File: src/rtl/load_store_unit.sv
// RV32I memory-access stage: turns load/store requests into req/ack bus cycles,
// steers byte lanes, extends load data and flags misaligned, illegal and timed-out accesses.
module load_store_unit #(
    parameter int NB_WORD        = 32,
    parameter int TIMEOUT_CYCLES = 16
) (
    input  logic               i_clock,
    input  logic               i_reset_n,
    input  logic               i_dmem_rd,
    input  logic               i_dmem_wr,
    input  logic [2:0]         i_ld_st_funct3,
    input  logic [NB_WORD-1:0] i_addr,
    input  logic [NB_WORD-1:0] i_store_data,
    output logic               o_stall,
    output logic [NB_WORD-1:0] o_load_data,
    output logic               o_load_valid,
    output logic               o_fault,
    output logic               o_bus_err,
    output logic               o_mem_req,
    output logic               o_mem_we,
    output logic [NB_WORD-1:0] o_mem_addr,
    output logic [3:0]         o_mem_be,
    output logic [NB_WORD-1:0] o_mem_wdata,
    input  logic               i_mem_ack,
    input  logic [NB_WORD-1:0] i_mem_rdata
);

    localparam logic [2:0] F3_B  = 3'b000;
    localparam logic [2:0] F3_H  = 3'b001;
    localparam logic [2:0] F3_W  = 3'b010;
    localparam logic [2:0] F3_BU = 3'b100;
    localparam logic [2:0] F3_HU = 3'b101;

    localparam int                 TIMER_W    = (TIMEOUT_CYCLES > 2) ? $clog2(TIMEOUT_CYCLES) : 1;
    localparam logic [TIMER_W-1:0] TIMER_LAST = TIMER_W'(TIMEOUT_CYCLES - 1);

    typedef enum logic {
        ST_IDLE,
        ST_BUSY
    } state_t;

    state_t state_q, state_d;

    // Latched access, held stable on the bus for the whole BUSY phase.
    logic [NB_WORD-1:0] addr_q;
    logic [2:0]         funct3_q;
    logic               we_q;
    logic [3:0]         be_q;
    logic [NB_WORD-1:0] wdata_q;
    logic [TIMER_W-1:0] timer_q, timer_d;

    logic [NB_WORD-1:0] load_data_q;
    logic               load_valid_q;
    logic               fault_q;
    logic               bus_err_q;

    // Request decode
    logic               req_any;
    logic               req_load;
    logic               funct3_ok;
    logic               aligned;
    logic               req_ok;
    logic               req_bad;
    logic [3:0]         req_be;
    logic [NB_WORD-1:0] req_wdata;

    // FSM strobes
    logic capture;
    logic ack_done;
    logic timeout;

    // NOTE: every signal written in an always_comb gets a default first, so no
    // path leaves it unassigned and no latch is inferred.
    always_comb begin
        req_any   = i_dmem_rd | i_dmem_wr;
        req_load  = i_dmem_rd;
        funct3_ok = 1'b0;
        aligned   = 1'b1;
        req_be    = 4'b0000;
        req_wdata = '0;

        if (req_load) begin
            funct3_ok = i_ld_st_funct3 inside {F3_B, F3_H, F3_W, F3_BU, F3_HU};
        end else begin
            funct3_ok = i_ld_st_funct3 inside {F3_B, F3_H, F3_W};
        end

        case (i_ld_st_funct3)
            F3_H, F3_HU: aligned = ~i_addr[0];
            F3_W:        aligned = (i_addr[1:0] == 2'b00);
            default:     aligned = 1'b1;
        endcase

        // Loads always fetch the whole word; lane selection happens on return.
        if (req_load) begin
            req_be = 4'b1111;
        end else begin
            case (i_ld_st_funct3)
                F3_B: begin
                    req_be    = 4'b0001 << i_addr[1:0];
                    req_wdata = {4{i_store_data[7:0]}};
                end
                F3_H: begin
                    req_be    = i_addr[1] ? 4'b1100 : 4'b0011;
                    req_wdata = {2{i_store_data[15:0]}};
                end
                default: begin
                    req_be    = 4'b1111;
                    req_wdata = i_store_data;
                end
            endcase
        end

        req_ok  = req_any & funct3_ok & aligned;
        req_bad = req_any & ~(funct3_ok & aligned);
    end

    always_comb begin
        state_d  = state_q;
        timer_d  = timer_q;
        capture  = 1'b0;
        ack_done = 1'b0;
        timeout  = 1'b0;
        o_stall  = 1'b0;

        case (state_q)
            ST_IDLE: begin
                if (req_ok) begin
                    o_stall = 1'b1;
                    capture = 1'b1;
                    timer_d = '0;
                    state_d = ST_BUSY;
                end
            end
            ST_BUSY: begin
                o_stall = 1'b1;
                if (i_mem_ack) begin
                    ack_done = 1'b1;
                    timer_d  = '0;
                    state_d  = ST_IDLE;
                end else if (timer_q == TIMER_LAST) begin
                    timeout = 1'b1;
                    timer_d = '0;
                    state_d = ST_IDLE;
                end else begin
                    timer_d = timer_q + 1'b1;
                end
            end
            default: state_d = ST_IDLE;
        endcase
    end

    // Lane selection and extension of the returned word, using the latched access.
    function automatic logic [NB_WORD-1:0] extend_load(
        input logic [2:0]         funct3,
        input logic [1:0]         lane,
        input logic [NB_WORD-1:0] rdata
    );
        logic [7:0]  sel_byte;
        logic [15:0] sel_half;
        sel_byte = rdata[{lane, 3'b000} +: 8];
        sel_half = rdata[{lane[1], 4'b0000} +: 16];
        case (funct3)
            F3_B:    extend_load = {{(NB_WORD-8){sel_byte[7]}}, sel_byte};
            F3_H:    extend_load = {{(NB_WORD-16){sel_half[15]}}, sel_half};
            F3_BU:   extend_load = {{(NB_WORD-8){1'b0}}, sel_byte};
            F3_HU:   extend_load = {{(NB_WORD-16){1'b0}}, sel_half};
            default: extend_load = rdata;
        endcase
    endfunction

    // NOTE: sequential state uses non-blocking assignments so every register
    // samples the pre-edge values regardless of statement order.
    always_ff @(posedge i_clock or negedge i_reset_n) begin
        if (!i_reset_n) begin
            state_q <= ST_IDLE;
            timer_q <= '0;
        end else begin
            state_q <= state_d;
            timer_q <= timer_d;
        end
    end

    always_ff @(posedge i_clock or negedge i_reset_n) begin
        if (!i_reset_n) begin
            addr_q   <= '0;
            funct3_q <= 3'b000;
            we_q     <= 1'b0;
            be_q     <= 4'b0000;
            wdata_q  <= '0;
        end else if (capture) begin
            addr_q   <= i_addr;
            funct3_q <= i_ld_st_funct3;
            we_q     <= ~req_load;
            be_q     <= req_be;
            wdata_q  <= req_wdata;
        end
    end

    always_ff @(posedge i_clock or negedge i_reset_n) begin
        if (!i_reset_n) begin
            load_data_q  <= '0;
            load_valid_q <= 1'b0;
            fault_q      <= 1'b0;
            bus_err_q    <= 1'b0;
        end else begin
            load_valid_q <= ack_done & ~we_q;
            fault_q      <= (state_q == ST_IDLE) & req_bad;
            bus_err_q    <= timeout;
            if (ack_done && !we_q) begin
                load_data_q <= extend_load(funct3_q, addr_q[1:0], i_mem_rdata);
            end
        end
    end

    // Bus qualifiers are forced low outside BUSY so an idle bus never shows a write.
    always_comb begin
        o_mem_req   = (state_q == ST_BUSY);
        o_mem_we    = o_mem_req & we_q;
        o_mem_be    = o_mem_req ? be_q : 4'b0000;
        o_mem_addr  = {addr_q[NB_WORD-1:2], 2'b00};
        o_mem_wdata = wdata_q;
    end

    assign o_load_data  = load_data_q;
    assign o_load_valid = load_valid_q;
    assign o_fault      = fault_q;
    assign o_bus_err    = bus_err_q;

endmodule

File: config.mk
export PLATFORM = sky130hd
export DESIGN_NAME = load_store_unit
export DESIGN_NICKNAME = d
export VERILOG_FILES = /design/src/rtl/load_store_unit.sv
export SDC_FILE = /design/constraint.sdc
export NUM_CORES = 1
export LEC_CHECK = 0
export BUFFER_PORTS_ARGS = -buffer_cell sky130_fd_sc_hd__buf_2
export CAP_MARGIN = 10
export CORE_ASPECT_RATIO = 0.7
export CORE_MARGIN = 5
export CORE_UTILIZATION = 35
export DETAILED_ROUTE_END_ITERATION = 8
export RECOVER_POWER = 100
export SYNTH_ARGS = -nofsm -noshare
export SYNTH_HDL_FRONTEND = slang
export SYNTH_SLANG_ARGS = --single-unit
File: constraint.sdc
create_clock -name i_clock -period 1.89 [get_ports i_clock]
set_clock_uncertainty 0.1 [all_clocks]
set_input_delay 0 -clock i_clock [delete_from_list [all_inputs] [get_ports i_clock]]
set_output_delay 0 -clock i_clock [all_outputs]
set_load 0.01 [all_outputs]
Yosys cells after proc, flatten, opt, wreduce, memory -nomap -nowiden
Index checks and enable logic that the tools add are counted.
{"block": "totals", "output_inout_bits": 106, "ff_bits": 112, "elab_cells": 69}
{"block": "classes", "shift": 3, "mux": 24, "n_reduce_logical": 8, "eq_ne": 9, "add_sub_neg": 1, "n_bitwise": 13}
{"op": "$pmux 32 s4", "count": 1}
{"op": "$pmux 32 s2", "count": 1}
{"op": "$mux 32", "count": 1}
{"op": "$shiftx 32x6->16", "count": 1}
{"op": "$shiftx 32x6->8", "count": 1}
{"op": "$mux 4", "count": 6}
{"op": "$pmux 4 s2", "count": 2}
{"op": "$eq 3x3->1 const B", "count": 4}
{"op": "$mux 1", "count": 10}
{"op": "$and 1x1->1", "count": 7}
{"op": "$eq 3x1->1 const B", "count": 2}
{"op": "$logic_not 3->1", "count": 2}
{"op": "$pmux 1 s2", "count": 3}
{"op": "$not 1->1", "count": 5}
{"op": "$reduce_bool 5->1", "count": 1}
{"op": "$add 4x1->4 const B", "count": 1}
{"op": "$eq 4x4->1 const B", "count": 1}
{"op": "$shl 1x2->4 const A", "count": 1}
{"op": "$eq 3x2->1 const B", "count": 1}
{"op": "$reduce_bool 3->1", "count": 1}
{"op": "$logic_not 2->1", "count": 1}
{"op": "$ne 2x2->1 const B", "count": 1}
{"op": "$reduce_or 2->1", "count": 1}
{"op": "$logic_and 1x1->1", "count": 1}
{"op": "2 further kinds", "count": 2}

Depth between registers and ports, before layout
{"block": "logic_depth", "depth_word": 7, "ltp_mapped": 7, "depth_no_buf": 5}

Worst setup path after synthesis
Ideal clock, no wire load.
{"block": "synth_path", "kind": "reg-to-reg", "from": "reg state_q, in the netlist o_mem_req", "to": "reg addr_q[11]", "path_slack_ns": -0.058, "setup_ns": 0.128, "path_buffers": 3, "stages_incl_launch_ff": 8, "period_less_slack_ns": 1.948, "t_arrival_ns": 1.721, "cell_sequence": "dfrtp_1 -> buf_2 -> inv_1 -> o21ai_1 -> nor2_1 -> buf_2 -> buf_2 -> mux2_1"}
{"block": "synth_via", "elab_chain_cells": 1}
{"element": "from (decl)", "line": "42", "rtl": "state_t state_q, state_d;"}
{"element": "from (signal assigned)", "line": "179", "rtl": "state_q <= state_d;"}
{"element": "$mux 1", "line": "126", "rtl": "case (state_q)"}
{"element": "to (signal assigned)", "line": "192", "rtl": "addr_q <= i_addr;"}
{"element": "to (decl)", "line": "45", "rtl": "logic [NB_WORD-1:0] addr_q;"}
Every way passes these cells.
A chain may end at the register's enable or synchronous reset.

Worst setup path in the final report
{"block": "layout_path", "from": "in i_ld_st_funct3[0]", "to": "reg wdata_q[25], in the netlist o_mem_wdata[25]"}
{"block": "layout_via", "elab_chain_cells": 7, "elab_cells_between_ends": 16}
{"element": "from (decl)", "line": "11", "rtl": "input logic [2:0] i_ld_st_funct3,"}
{"element": "$eq 3x1->1 (tied with other cells)"}
{"element": "$reduce_bool 5->1 / $reduce_bool 3->1 (equally long branches)", "line": "83, 85"}
{"element": "$mux 1", "line": "82", "rtl": "if (req_load) begin"}
{"element": "$and 1x1->1 (2 in series)", "line": "114", "rtl": "req_ok = req_any & funct3_ok & aligned;"}
{"element": "$mux 1", "line": "128", "rtl": "if (req_ok) begin"}
{"element": "$mux 1", "line": "126"}
{"element": "to (signal assigned)", "line": "196", "rtl": "wdata_q <= req_wdata;"}
{"element": "to (decl)", "line": "49", "rtl": "logic [NB_WORD-1:0] wdata_q;"}
Several ways; a longest one is shown, not always the timed one.

==> impl_metrics.csv <==
group,metric,value,unit
cells_and_area,layout_common_cells,"112 x dfrtp_1, 108 x buf_2, 102 x dlygate4sd3_1, 99 x clkbuf_1, 56 x o21ai_0",
setup_path,critPathCaptureType,"register",
cts,clockRootBuffer,"clkbuf_16",
synthesis,ys_warn_count,0,
cells_and_area,syn2layout_area_growth,41.31,%
synthesis,async_flop_share,1.000,
synthesis,syn_avg_cell_area,10.51,sq um
floorplan,die_x,161.5,um
routing,drtIter0Drc,388,
power,seqPwrFrac,0.428,
cells_and_area,nNetsFinal,916,
sta,drv_slew,0,
sta,fin_crit,1.823,ns
power,p_per_area,1052,nW/um^2
place,pre_cts_ws,0.1525,ns
global_route,grt_max_degree,39,
setup_path,reg2reg_to,"o_mem_wdata[25]",
sta,layout_setup_ws,0.06711,ns
setup_path,rr_worst_depth,5,
global_route,overflow,0,
place,routabilityCongestion,0.9165,
cts,clkLatencyLatePin,0.35,ns
routing,vias,5290,
synthesis,synth_area,5622,sq um
cells_and_area,design_area,7944,sq um
sta,slew_headroom,0.3504,
synthesis,synthesis.instances,535,
place,hpwl,12.38,mm
sta,worst_pin_slew,0.9744,ns
setup_path,cp_data_arrival_time,1.96,ns
worst_hold_path,hold_path_depth,5,
floorplan,die_y,116.0,um
setup_path,reg2reg_slack,0.18,ns
sta,timing.fmax,0.5486,GHz
global_route,grt_pass1_wl,28.58,mm
sta,hold_ws,0.1251,ns
outcome,outcome,"complete, no violations",
floorplan,pin_count,210,
routing,ant_nets,0,
global_route,antenna_found_initial,0,
power,netSwitchingFraction,0.3674,
power,p_int,5286,uW
global_route,grt_pass1_vias,5484,
floorplan,core-area,15640,sq um
power,p_leak,0.003468,uW
cts,cts_buffer_depth,2,
synthesis,ys_seq_area_frac,0.4986,
synthesis,synth-edff-count,0,
setup_path,startpoint_type,"input pin",
routing,drc_errors,0,
worst_hold_path,hold_start,"i_dmem_wr",
global_route,grt.total_usage,0.1896,
sta,hold_viol_final,0,
cts,clock_sinks,112,
place,portBuffers,207,
cts,tritoncts,"done",
setup_path,critPathMaxFanout,35,
sta,setup-violations-final,0,
setup_path,regToRegStartpoint,"o_mem_req",
cts,path_clk_slew,0.08,ns
worst_hold_path,hold_end,"timer_q[1]",
synthesis,synth-seq-cells,112,
sta,grt_setup_unrepaired,"true",
routing,dr.pass1.iters,5,
cells_and_area,final_layout_size_suffix_gt1_frac,0.2402,
setup_path,critical_path_class,"in -> reg",
sta,finalCritPeriodShare,0.9645,
worst_hold_path,hp-class,"in -> reg",
setup_path,crit_required,2.03,ns
cells_and_area,final_common_cell,"dfrtp_1",
place,place_area,6761,sq um
floorplan,rows,38,
power,p_switching,3070,uW
power,share_comb_of_total_power,0.349,
routing,wire_per_inst,17.93,um
cts,numCtsBuffers,9,
cts,htreeDepth,3,
routing,wirelength,18.26,mm
power,vdd_drop_max,0.4394,mV
routing,via_per_inst,5.196,
synthesis,ys.flop_type,"dfrtp_1",
flow_run,maxCapViolCount,0,
cts,post_cts_buffers,0,
floorplan,dieArea,18740,sq um
floorplan,start_util,0.3594,
sta,setup-tns-final,0,ns
power,clkPwrFrac,0.223,
synthesis,synth_cell_types,43,
-- area by class of cell --
| cell class | count | area [sq um] |
|---|---|---|
| antenna | 2 | 5.005 |
| clock buffer | 9 | 225.2 |
| clock inverter | 7 | 60.06 |
| fill | 1446 | 7699 |
| inverter | 4 | 15.01 |
| multi-input combinational | 346 | 2417 |
| sequential | 112 | 2803 |
| tap | 200 | 250.2 |
| timing repair buffer | 338 | 2168 |
-- layer usage --
layer	global-route usage	vias to the layer above	wire length, um
met5	0	-	0
met4	0.06364	0	359
met3	0.05510	35	1559
met2	0.3049	286	8498
met1	0.2484	2519	7837
li1	-	2450	-
-- through the flow --
stage,utilization,instances,total power (uW)
after detailed placement,0.4323,898,6520
after global placement,0.4323,898,6429
after floorplan,-,536,5368
after CTS,0.5158,1016,8601
after global routing,0.5075,1016,8913
final,0.5078,1018,8356
-- state kept, by name, summed over array words and instances (netlist names) --
signal,cells
addr_q,32
be_q,4
funct3_q,3
o_bus_err,1
o_fault,1
o_load_data,32
o_load_valid,1
o_mem_req,1
o_mem_wdata,32
timer_q,4
we_q,1
-- power groups by stage --
stage          sequential (uW)  clock (uW)  combinational, uW
4_1_cts                   3550        1950               3100
3_5_place_dp              3580           0               2940
5_1_grt                   3670        2040               3200
3_3_place_gp              3560           0               2870
6_report                  3570        1870               2910
2_1_floorplan             3740           0               1630
-- how the worst max path moves through the flow --
stage / start / endpoint / slack [ns] / depth (start not counted)
finish: i_ld_st_funct3[0] / o_mem_wdata[25] / 0.07 / 7
detailed placement: o_mem_req / o_mem_wdata[24] / 0.15 / 5
global route: i_ld_st_funct3[0] / o_mem_wdata[13] / -0.04 / 7
global placement: o_mem_req / o_mem_wdata[11] / 0.28 / 5
floorplan: o_mem_req / addr_q[11] / 0.04 / 7
CTS: i_ld_st_funct3[0] / o_mem_wdata[10] / 0.009 / 7
-- worst max-delay path, stage by stage --
cell           delay, ns
dlygate4sd3_1       0.53
buf_2               0.18
nor4_4              0.31
a21oi_2             0.11
or2_1               0.27
buf_12              0.19
o41ai_1             0.37
-- synthesized netlist by cell type, drive strengths merged (2+ instances only) --
library cell | n | area (sq um)
nand2 | 25 | 93.84
o31ai | 9 | 67.56
nand3b | 16 | 120.1
a211oi | 29 | 217.7
a21oi | 6 | 33.78
clkbuf | 29 | 108.9
buf | 45 | 322.8
mux2 | 45 | 506.7
nor2b | 10 | 62.56
or2 | 2 | 12.52
mux2i | 15 | 150.1
nor2 | 33 | 131.4
o21ai | 66 | 330.3
o41ai | 16 | 192.7
o22ai | 10 | 62.56
nand3 | 34 | 170.2
nand2b | 11 | 68.82
dfrtp | 112 | 2803
inv | 4 | 15.01
and2 | 6 | 37.54
-- cells by family after synthesis --
kind of cell | Yosys count | share of synthesized area
other cells | 1 | 0.0006671
simple gates | 142 | 0.1338
fa+ha+maj | 1 | 0.002225
flops | 112 | 0.4986
buf+inv | 78 | 0.07945
mux | 60 | 0.1168
compound gates | 141 | 0.1685
-- what timing repair did --
action | 4_1_cts | 5_1_grt
gates resized for setup | 0 | 4
hold endpoints to repair | 219 | 0
endpoints found under the setup margin | 0 | 9
hold buffers | 102 | 0
Power figures use the tool's default switching activity.
